### src/rtl/irq_pkg.sv
// Shared definitions for the interrupt controller: FSM states, register byte
// offsets relative to BASE, and well-known source indices.
package irq_pkg;

  typedef enum logic [1:0] {
    ST_IDLE    = 2'd0,
    ST_REQ     = 2'd1,
    ST_SERVICE = 2'd2
  } irq_state_e;

  // Register byte offsets from BASE.
  localparam logic [4:0] OFF_PEND = 5'h00;
  localparam logic [4:0] OFF_MASK = 5'h04;
  localparam logic [4:0] OFF_CTRL = 5'h08;
  localparam logic [4:0] OFF_ID   = 5'h0C;
  localparam logic [4:0] OFF_CNT0 = 5'h10;

  // Peripheral source indices (lower index = higher priority).
  localparam int SRC_TIMER   = 0;
  localparam int SRC_UART_RX = 1;
  localparam int SRC_UART_TX = 2;

  // Width of the per-source service counters.
  localparam int CNT_W = 8;

endpackage

### src/rtl/irq_prio_enc.sv
// Lowest-index-first priority encoder over NSRC request bits.
module irq_prio_enc #(
  parameter int NSRC = 4
) (
  input  logic [NSRC-1:0] i_req,
  output logic [2:0]      o_idx,
  output logic            o_any
);

  // Scan from the top down so the lowest set index is the last one written.
  always_comb begin
    o_idx = '0;
    o_any = 1'b0;
    for (int i = NSRC - 1; i >= 0; i--) begin
      if (i_req[i]) begin
        o_idx = 3'(i);
        o_any = 1'b1;
      end
    end
  end

endmodule

### src/rtl/irq_controller.sv
// Prioritised interrupt controller: edge-latched sources, mask, global enable,
// and an IDLE/REQ/SERVICE sequencer that drives the CPU's single IRQ line and
// follows the kernel-mode flag through the handler.
// Optional: define IRQ_COUNT_EN to add 8-bit saturating per-source service
// counters at offsets +16 + 4*i.
// The register window is the 32-byte block addr[31:5] == BASE[31:5]; offsets
// are taken modulo 32 from BASE[4:0], so with BASE = 0x40000030 the counters
// wrap to the lower half of the window (0x40000020..0x4000002C).
module irq_controller
  import irq_pkg::*;
#(
  parameter int          NSRC = 4,
  parameter logic [31:0] BASE = 32'h4000_0030
) (
  input  logic            clk,
  input  logic            reset,
  input  logic [NSRC-1:0] src,
  input  logic            ker,
  input  logic            rd,
  input  logic            wr,
  input  logic [31:0]     addr,
  input  logic [31:0]     wdata,
  output logic [31:0]     rdata,
  output logic            irq
);

  localparam logic [2:0] W_PEND = OFF_PEND[4:2];
  localparam logic [2:0] W_MASK = OFF_MASK[4:2];
  localparam logic [2:0] W_CTRL = OFF_CTRL[4:2];
  localparam logic [2:0] W_ID   = OFF_ID[4:2];
  localparam logic [2:0] W_CNT0 = OFF_CNT0[4:2];

  // State
  logic [NSRC-1:0] r_src_q;
  logic [NSRC-1:0] r_pend;
  logic [NSRC-1:0] r_mask;
  logic            r_gen;
  logic            r_id_vld;
  logic [2:0]      r_id;
  logic            r_irq;
  irq_state_e      r_state;

  // Combinational
  irq_state_e      w_state_nxt;
  logic            w_hit;
  logic [4:0]      w_off;
  logic [2:0]      w_word;
  logic            w_wr_pend;
  logic            w_wr_mask;
  logic            w_wr_ctrl;
  logic [NSRC-1:0] w_edge;
  logic [NSRC-1:0] w_cand;
  logic [NSRC-1:0] w_win_onehot;
  logic [NSRC-1:0] w_pend_clr;
  logic [2:0]      w_win_idx;
  logic            w_win_any;
  logic            w_capture;
  logic            w_release;
  logic            w_unused_bits;

  assign w_hit     = (addr[31:5] == BASE[31:5]);
  assign w_off     = addr[4:0] - BASE[4:0];
  assign w_word    = w_off[4:2];
  assign w_wr_pend = wr & w_hit & (w_word == W_PEND);
  assign w_wr_mask = wr & w_hit & (w_word == W_MASK);
  assign w_wr_ctrl = wr & w_hit & (w_word == W_CTRL);

  assign w_edge = src & ~r_src_q;
  assign w_cand = r_pend & r_mask & {NSRC{r_gen}};

  // Byte-lane bits of the offset and high write-data bits carry no meaning.
  assign w_unused_bits = ^{wdata, w_off[1:0]};

  irq_prio_enc #(
    .NSRC (NSRC)
  ) u_prio (
    .i_req (w_cand),
    .o_idx (w_win_idx),
    .o_any (w_win_any)
  );

  // One-hot form of the winner, used to auto-clear its pending bit.
  always_comb begin
    w_win_onehot = '0;
    for (int i = 0; i < NSRC; i++) begin
      w_win_onehot[i] = w_win_any && (w_win_idx == 3'(i));
    end
  end

  // Pending bits cleared this cycle: software W1C plus service acknowledge.
  always_comb begin
    w_pend_clr = '0;
    if (w_wr_pend) begin
      w_pend_clr = wdata[NSRC-1:0];
    end
    if (w_capture) begin
      w_pend_clr = w_pend_clr | w_win_onehot;
    end
  end

  // Sequencer next state: request only from user mode, capture on kernel entry.
  always_comb begin
    w_state_nxt = r_state;
    w_capture   = 1'b0;
    w_release   = 1'b0;
    case (r_state)
      ST_IDLE: begin
        if (w_win_any && !ker) begin
          w_state_nxt = ST_REQ;
        end
      end
      ST_REQ: begin
        if (!w_win_any) begin
          w_state_nxt = ST_IDLE;
        end else if (ker) begin
          w_state_nxt = ST_SERVICE;
          w_capture   = 1'b1;
        end
      end
      ST_SERVICE: begin
        if (!ker) begin
          w_state_nxt = ST_IDLE;
          w_release   = 1'b1;
        end
      end
      default: w_state_nxt = ST_IDLE;
    endcase
  end

  // Sequencer state register and registered IRQ (high exactly while in REQ).
  always_ff @(posedge clk) begin
    if (!reset) begin
      r_state <= ST_IDLE;
      r_irq   <= 1'b0;
    end else begin
      r_state <= w_state_nxt;
      r_irq   <= (w_state_nxt == ST_REQ);
    end
  end

  // Edge detect and pending latch; a new edge beats a same-cycle clear.
  always_ff @(posedge clk) begin
    if (!reset) begin
      r_src_q <= '0;
      r_pend  <= '0;
    end else begin
      r_src_q <= src;
      r_pend  <= (r_pend & ~w_pend_clr) | w_edge;
    end
  end

  // Software-writable mask and global enable.
  always_ff @(posedge clk) begin
    if (!reset) begin
      r_mask <= '0;
      r_gen  <= 1'b0;
    end else begin
      if (w_wr_mask) begin
        r_mask <= wdata[NSRC-1:0];
      end
      if (w_wr_ctrl) begin
        r_gen <= wdata[0];
      end
    end
  end

  // ID register: winner captured on kernel entry, cleared on handler return.
  always_ff @(posedge clk) begin
    if (!reset) begin
      r_id_vld <= 1'b0;
      r_id     <= '0;
    end else if (w_capture) begin
      r_id_vld <= 1'b1;
      r_id     <= w_win_idx;
    end else if (w_release) begin
      r_id_vld <= 1'b0;
      r_id     <= '0;
    end
  end

`ifdef IRQ_COUNT_EN
  logic [CNT_W-1:0] r_cnt [NSRC];
  logic [2:0]       w_cnt_sel;
  logic             w_wr_cnt;
  logic [CNT_W-1:0] w_cnt_rd;

  function automatic logic [CNT_W-1:0] sat_inc(input logic [CNT_W-1:0] v);
    return (v == {CNT_W{1'b1}}) ? v : v + 1'b1;
  endfunction

  assign w_cnt_sel = w_word - W_CNT0;
  assign w_wr_cnt  = wr & w_hit & w_word[2];

  // Per-source service counters; a write to a counter's offset clears it.
  always_ff @(posedge clk) begin
    for (int i = 0; i < NSRC; i++) begin
      if (!reset) begin
        r_cnt[i] <= '0;
      end else if (w_wr_cnt && (w_cnt_sel == 3'(i))) begin
        r_cnt[i] <= '0;
      end else if (w_capture && (w_win_idx == 3'(i))) begin
        r_cnt[i] <= sat_inc(r_cnt[i]);
      end
    end
  end

  // Counter read mux; offsets beyond NSRC read 0.
  always_comb begin
    w_cnt_rd = '0;
    for (int i = 0; i < NSRC; i++) begin
      if (w_cnt_sel == 3'(i)) begin
        w_cnt_rd = r_cnt[i];
      end
    end
  end
`endif

  // Zero-wait read mux; anything not addressed reads 0.
  always_comb begin
    rdata = '0;
    if (rd && w_hit) begin
      case (w_word)
        W_PEND:  rdata[NSRC-1:0] = r_pend;
        W_MASK:  rdata[NSRC-1:0] = r_mask;
        W_CTRL:  rdata[0]        = r_gen;
        W_ID: begin
          rdata[31]  = r_id_vld;
          rdata[2:0] = r_id;
        end
        default: begin
`ifdef IRQ_COUNT_EN
          rdata[CNT_W-1:0] = w_cnt_rd;
`endif
        end
      endcase
    end
  end

  assign irq = r_irq;

endmodule

### config.mk
export PLATFORM = sky130hd
export DESIGN_NAME = irq_controller
export DESIGN_NICKNAME = d
export VERILOG_FILES = /design/src/rtl/irq_pkg.sv /design/src/rtl/irq_prio_enc.sv /design/src/rtl/irq_controller.sv
export SDC_FILE = /design/constraint.sdc
export NUM_CORES = 1
export LEC_CHECK = 0
export BUFFER_PORTS_ARGS = -buffer_cell sky130_fd_sc_hd__buf_2
export CAP_MARGIN = 20
export CORE_MARGIN = 10
export CORE_UTILIZATION = 30
export CTS_BUF_LIST = sky130_fd_sc_hd__clkbuf_8
export CTS_CLUSTER_SIZE = 30
export DETAILED_ROUTE_END_ITERATION = 10
export HOLD_SLACK_MARGIN = 0.03
export PLACE_DENSITY_LB_ADDON = 0.08
export REMOVE_ABC_BUFFERS = 1
export SLEW_MARGIN = 10
export SYNTH_ARGS = -nofsm -noshare
export SYNTH_HDL_FRONTEND = slang
export SYNTH_HIERARCHICAL = 1
export SYNTH_SLANG_ARGS = --single-unit
### constraint.sdc
create_clock -name clk -period 2 [get_ports clk]
set_input_delay 0.3 -clock clk [delete_from_list [all_inputs] [get_ports clk]]
set_output_delay 0.3 -clock clk [all_outputs]
set_load 0.02 [all_outputs]
---- Yosys cells after proc, flatten, opt, wreduce, memory -nomap -nowiden ----
Cells that the tools add are included.
storage, ports and cells
  logic and storage cells ................. 72
  output and inout port bits .............. 33
  bits of input ports ..................... 73
  register bits ........................... 20
operators by class
  equal/unequal tests ..................... 10
  reductions and logical operators ........ 11
  mux-type cells .......................... 30
  bitwise gates (word level) .............. 12
  $add $sub $neg .......................... 1
operator list
  operator              count
  $eq 27x26->1 const B  1
  $and 4x4->4           4
  $mux 2                8
  $mux 1                13
  $eq 3x2->1 const B    4
  $mux 4                3
  $pmux 2 s3            2
  $not 4->4             2
  $or 4x4->4            2
  $eq 3x1->1 const B    2
  $logic_and 1x1->1     6
  $logic_not 3->1       2
  $mux 3                2
  $sub 5x5->5 const B   1
  $and 1x1->1           4
  $eq 2x1->1 const B    2
  $pmux 1 s4            1
  $eq 2x2->1 const B    1
  $logic_not 2->1       1
  $pmux 1 s2            1
  $reduce_bool 2->1     1
  $logic_not 1->1       1

---- Logic depth before layout (Yosys ltp) ----
  word-level depth ........................ 13
  mapped depth ............................ 7
  depth with buffers taken out ............ 7

---- Hierarchy ----
Netlist, hierarchy kept.
by module, submodules not included
  module          area each (sq um)  sequential area each (sq um)  cells an instance  times used
  irq_controller  1,292.5            400.4                         142                1
  irq_prio_enc    46.3               0.0                           9                  1

---- Worst setup path before layout ----
OpenSTA, ideal clock, no wires.
  path type ............................... input to output
  start point ............................. input port addr[15]
  end point ............................... output port rdata[3]
  required time ........................... 1.700 ns
  cell stages on the path ................. 4
  buffers on the path ..................... 0
  arrival ................................. 1.416 ns
  path slack .............................. 0.284 ns
  path through ............................ nor4b_2 > nand4_2 > nor3_2 > nor3b_2
on the way
  cells in the longest elaborated chain, start to end .. 3
RTL lines
  element            RTL line               source
  from (decl)        irq_controller.sv:21   input logic [31:0] addr,
  $eq 27x26->1       irq_controller.sv:61   assign w_hit = (addr[31:5] == BASE[31:5]);
  $logic_and 1x1->1  irq_controller.sv:221  if (rd && w_hit) begin
  $mux 4             irq_controller.sv:221
  to (decl)          irq_controller.sv:23   output logic [31:0] rdata,
Every way passes these cells.

---- Worst setup path in the final report ----
  start point ............................. register r_pend[3]
  end point ............................... register r_pend[0]
on the way
  cells in the longest elaborated chain, start to end .. 13
  elaborated cells on any way between the ends .. 19
  classes of those cells .................. mux: 11; bitwise: 6; reduce/logical: 2
RTL lines
  element                   RTL line               source
  from (decl)               irq_controller.sv:35   logic [NSRC-1:0] r_pend;
  from (signal assigned)    irq_controller.sv:148  r_pend <= (r_pend & ~w_pend_clr) | w_edge;
  $and 4x4->4 (2 in a row)  irq_controller.sv:69   assign w_cand = r_pend & r_mask & {NSRC{r_gen}};
  named net w_cand[3]       irq_controller.sv:52   logic [NSRC-1:0] w_cand;
  $mux 2 (4 in a row)       irq_prio_enc.sv:15     if (i_req[i]) begin
  named net w_win_idx[1]    irq_controller.sv:55   logic [2:0] w_win_idx;
  $logic_not 3->1           irq_controller.sv:86   w_win_onehot[i] = w_win_any && (w_win_idx == 3'(i));
  $logic_and 1x1->1         irq_controller.sv:86
  $or 4x4->4                irq_controller.sv:97   w_pend_clr = w_pend_clr | w_win_onehot;
  $mux 4                    irq_controller.sv:96   if (w_capture) begin
  $not 4->4                 irq_controller.sv:148
  $and 4x4->4               irq_controller.sv:148
  $or 4x4->4                irq_controller.sv:148
The timed path passes the listed nets, and every way through them passes these cells.
A chain may end at the register's enable or synchronous reset.

==> results.md <==
* Status: finished clean
* Yosys warnings at 6
* Core Area at 0.004324 sq mm
* Power density over the cells at 538.4 mW/mm^2
* Final hold violation count at 0
* Vias in the first global route at 1266
* Worst-Skew Late Latency at 0.25 ns
* Finish-stage setup viols at 0
* Fill cell count at 452
* Die area at 0.007534 sq mm
* Worst setup SP type: register
* Die Ht at 86.80 um
* VDD IR max at 0.2782 mV
* Seq cells post-synth at 20
* CTS tree: done
* Pin count of the biggest net entering global routing at 18
* WL final at 3.791 mm
* HPWL Detailed at 3.181 mm
* Fin nets at 278
* Via count at 1185
* Total CTS buffers at 3
* Mapped Cells at 151
* # DRC at 0
* First-pass GRT wire length at 6.106 mm
* Number of diodes at 0
* All-layer global routing usage at 9.807%
* Crit end category: register
* Seq/Total Area, Yosys at 29.91%
* Post-CTS Repair Setup Buffers at 0
* Routed Antenna Nets at 0
* Clock Tree Buf Depth at 2
* Wire per inst at 14.81 um
* Grt ovf at 0
* Most frequent cells in the layout: buf_2, conb_1, dfxtp_1
* Initial Utilization at 30.96%
* Crit Path Max Fanout at 4
* Post-synthesis cell type count at 41
* Maxcap violations at 0
* Vias per cell at 4.629
* Share of layout cells above drive strength 1 at 36.76%
* Hold WS at 0.2564 ns
* Min cycle time layout at 1.876 ns
* Static Leak at 0.7459 nW
* Fmax at 533.1 MHz
* Number of port buffers at 48
* Initial antenna violation count at 0
* Worst R2R Setup Slack at 0.12 ns
* GP Congestion at 0.8247
* I/O pins at 106
* Commonest non-fill, non-tap cell in the layout: buf_2
* Post-route clock period utilization at 93.80%
* Crit path arrival time at 2.01 ns
* Cell area after layout at 0.001637 sq mm
* Layout Utilization at 37.85%
* CTS Sinks at 20
* Root Buffer: clkbuf_8
* Drt initial violations at 72
* Die W at 86.80 um
* WP data required at 2.13 ns
* Syn avg cell area at 8.866 sq um
* Hold Path Class: in2reg
* Critical path class: reg2reg
* H-tree depth at 1
* Drt pass-1 iters at 4
* Mapped cell area at 0.001339 sq mm
* Placed cell area at 0.001569 sq mm
* Worst Skew at 0.001377 ns
* # rows at 24
* Clk pin slew, worst setup/hold paths at 0.07 ns
* Slew Limit Fails at 0
* Area grow syn2layout at 22.24%
==> metal layers <==
metal / global-route usage [%] / wire [um] / vias up
met4: 3.093 / 19 / 0
met3: 4.503 / 524 / 2
li1: - / - / 591
met2: 15.12 / 1592 / 68
met1: 11.77 / 1655 / 524
met5: 0 / 0 / -
==> report_power, final <==
group          internal, mW  switching (mW)
logic                0.0575          0.0994
registers             0.412         0.00734
clock network         0.175           0.130
total                 0.644           0.237
==> worst max-delay path, cell delays in order, from the launching register on <==
cell and delay [ns]:
dfxtp_1 0.32, and3_1 0.21, nor2_2 0.15, nor3_1 0.08, buf_4 0.15, or3_1 0.36
o211ai_1 0.23, a2bb2oi_1 0.18, o21ai_1 0.07
==> cells in the mapped netlist, drive strengths merged <==
cell | n | area share [%]
buf | 28 | 16
dfxtp | 20 | 30
nand2 | 12 | 3.4
mux2i | 8 | 6.0
nor2 | 7 | 2.0
and2 | 6 | 2.8
nand2b | 6 | 2.8
nor3 | 6 | 3.8
and3 | 5 | 2.3
a22oi | 4 | 2.2
clkbuf | 4 | 1.1
inv | 4 | 1.1
nand3 | 4 | 1.9
nand4b | 4 | 2.6
nor4 | 4 | 3.5
nor4b | 4 | 3.6
o21ai | 4 | 1.5
a21boi | 2 | 1.1
a21oi | 2 | 1.0
a2bb2oi | 2 | 1.3
a311oi | 2 | 1.3
conb | 2 | 0.56
and4 | 1 | 0.65
and4b | 1 | 0.75
mux4 | 1 | 1.7
nand3b | 1 | 0.56
nand4 | 1 | 0.93
nor3b | 1 | 0.93
o211ai | 1 | 0.56
o21a | 1 | 0.56
o311ai | 1 | 0.65
or3 | 1 | 0.47
or4b | 1 | 0.75
==> per-stage QoR <==
step / power, mW / TNS (ns) / cells / worst slack (ns)
after global placement: 0.5751 / 0 / 252 / 0.02766
after detailed placement: 0.5791 / 0 / 252 / 0.03612
after CTS: 0.8916 / 0 / 256 / 0.003648
after global routing: 0.9347 / -0.02840 / 256 / -0.02840
after floorplan: 0.5079 / 0 / 145 / 0.2841
final: 0.8811 / 0 / 256 / 0.1241
==> logic make-up (layout without fill, tap and decap cells) <==
group,count (synthesis),after routing,share of synthesized area [%]
mux,9,9,7.664
simple gates,65,65,33.65
compound gates,19,19,10.28
other cells,2,28,0.5610
flops,20,20,29.91
buf+inv,36,63,17.94
==> sequential cells by signal, indices dropped and copies added (netlist names) <==
name	count
r_pend	4
r_src_q	4
irq	1
r_mask	4
r_id	3
r_id_vld	1
r_gen	1
r_state	2
==> final timing paths <==
kind / startpoint / to / depth (start not counted)
setup / recovery: r_pend[3]$_SDFF_PN0_ / r_pend[0]$_SDFF_PN0_ / 8
hold / removal: wdata[3] / r_pend[3]$_SDFF_PN0_ / 2
setup reg to reg: r_pend[3]$_SDFF_PN0_ / r_pend[0]$_SDFF_PN0_ / 8
hold reg to reg: r_mask[2]$_SDFFE_PN0P_ / r_mask[2]$_SDFFE_PN0P_ / 2
==> layout make-up <==
type	count	area, sq um	area share [%]
clock buffer	4	55.05	3.364
inverter	4	15.01	0.9174
multi-input combinational	121	805.8	49.24
sequential	20	402.9	24.62
tap	52	65.06	3.976
timing repair buffer	55	292.8	17.89
==> repair_timing <==
action | 4_1_cts | 5_1_grt
gates resized for setup | 0 | 6
hold buffers | 0 | 0
setup endpoints to repair | 0 | 2
(Power assumes the default switching activity.)
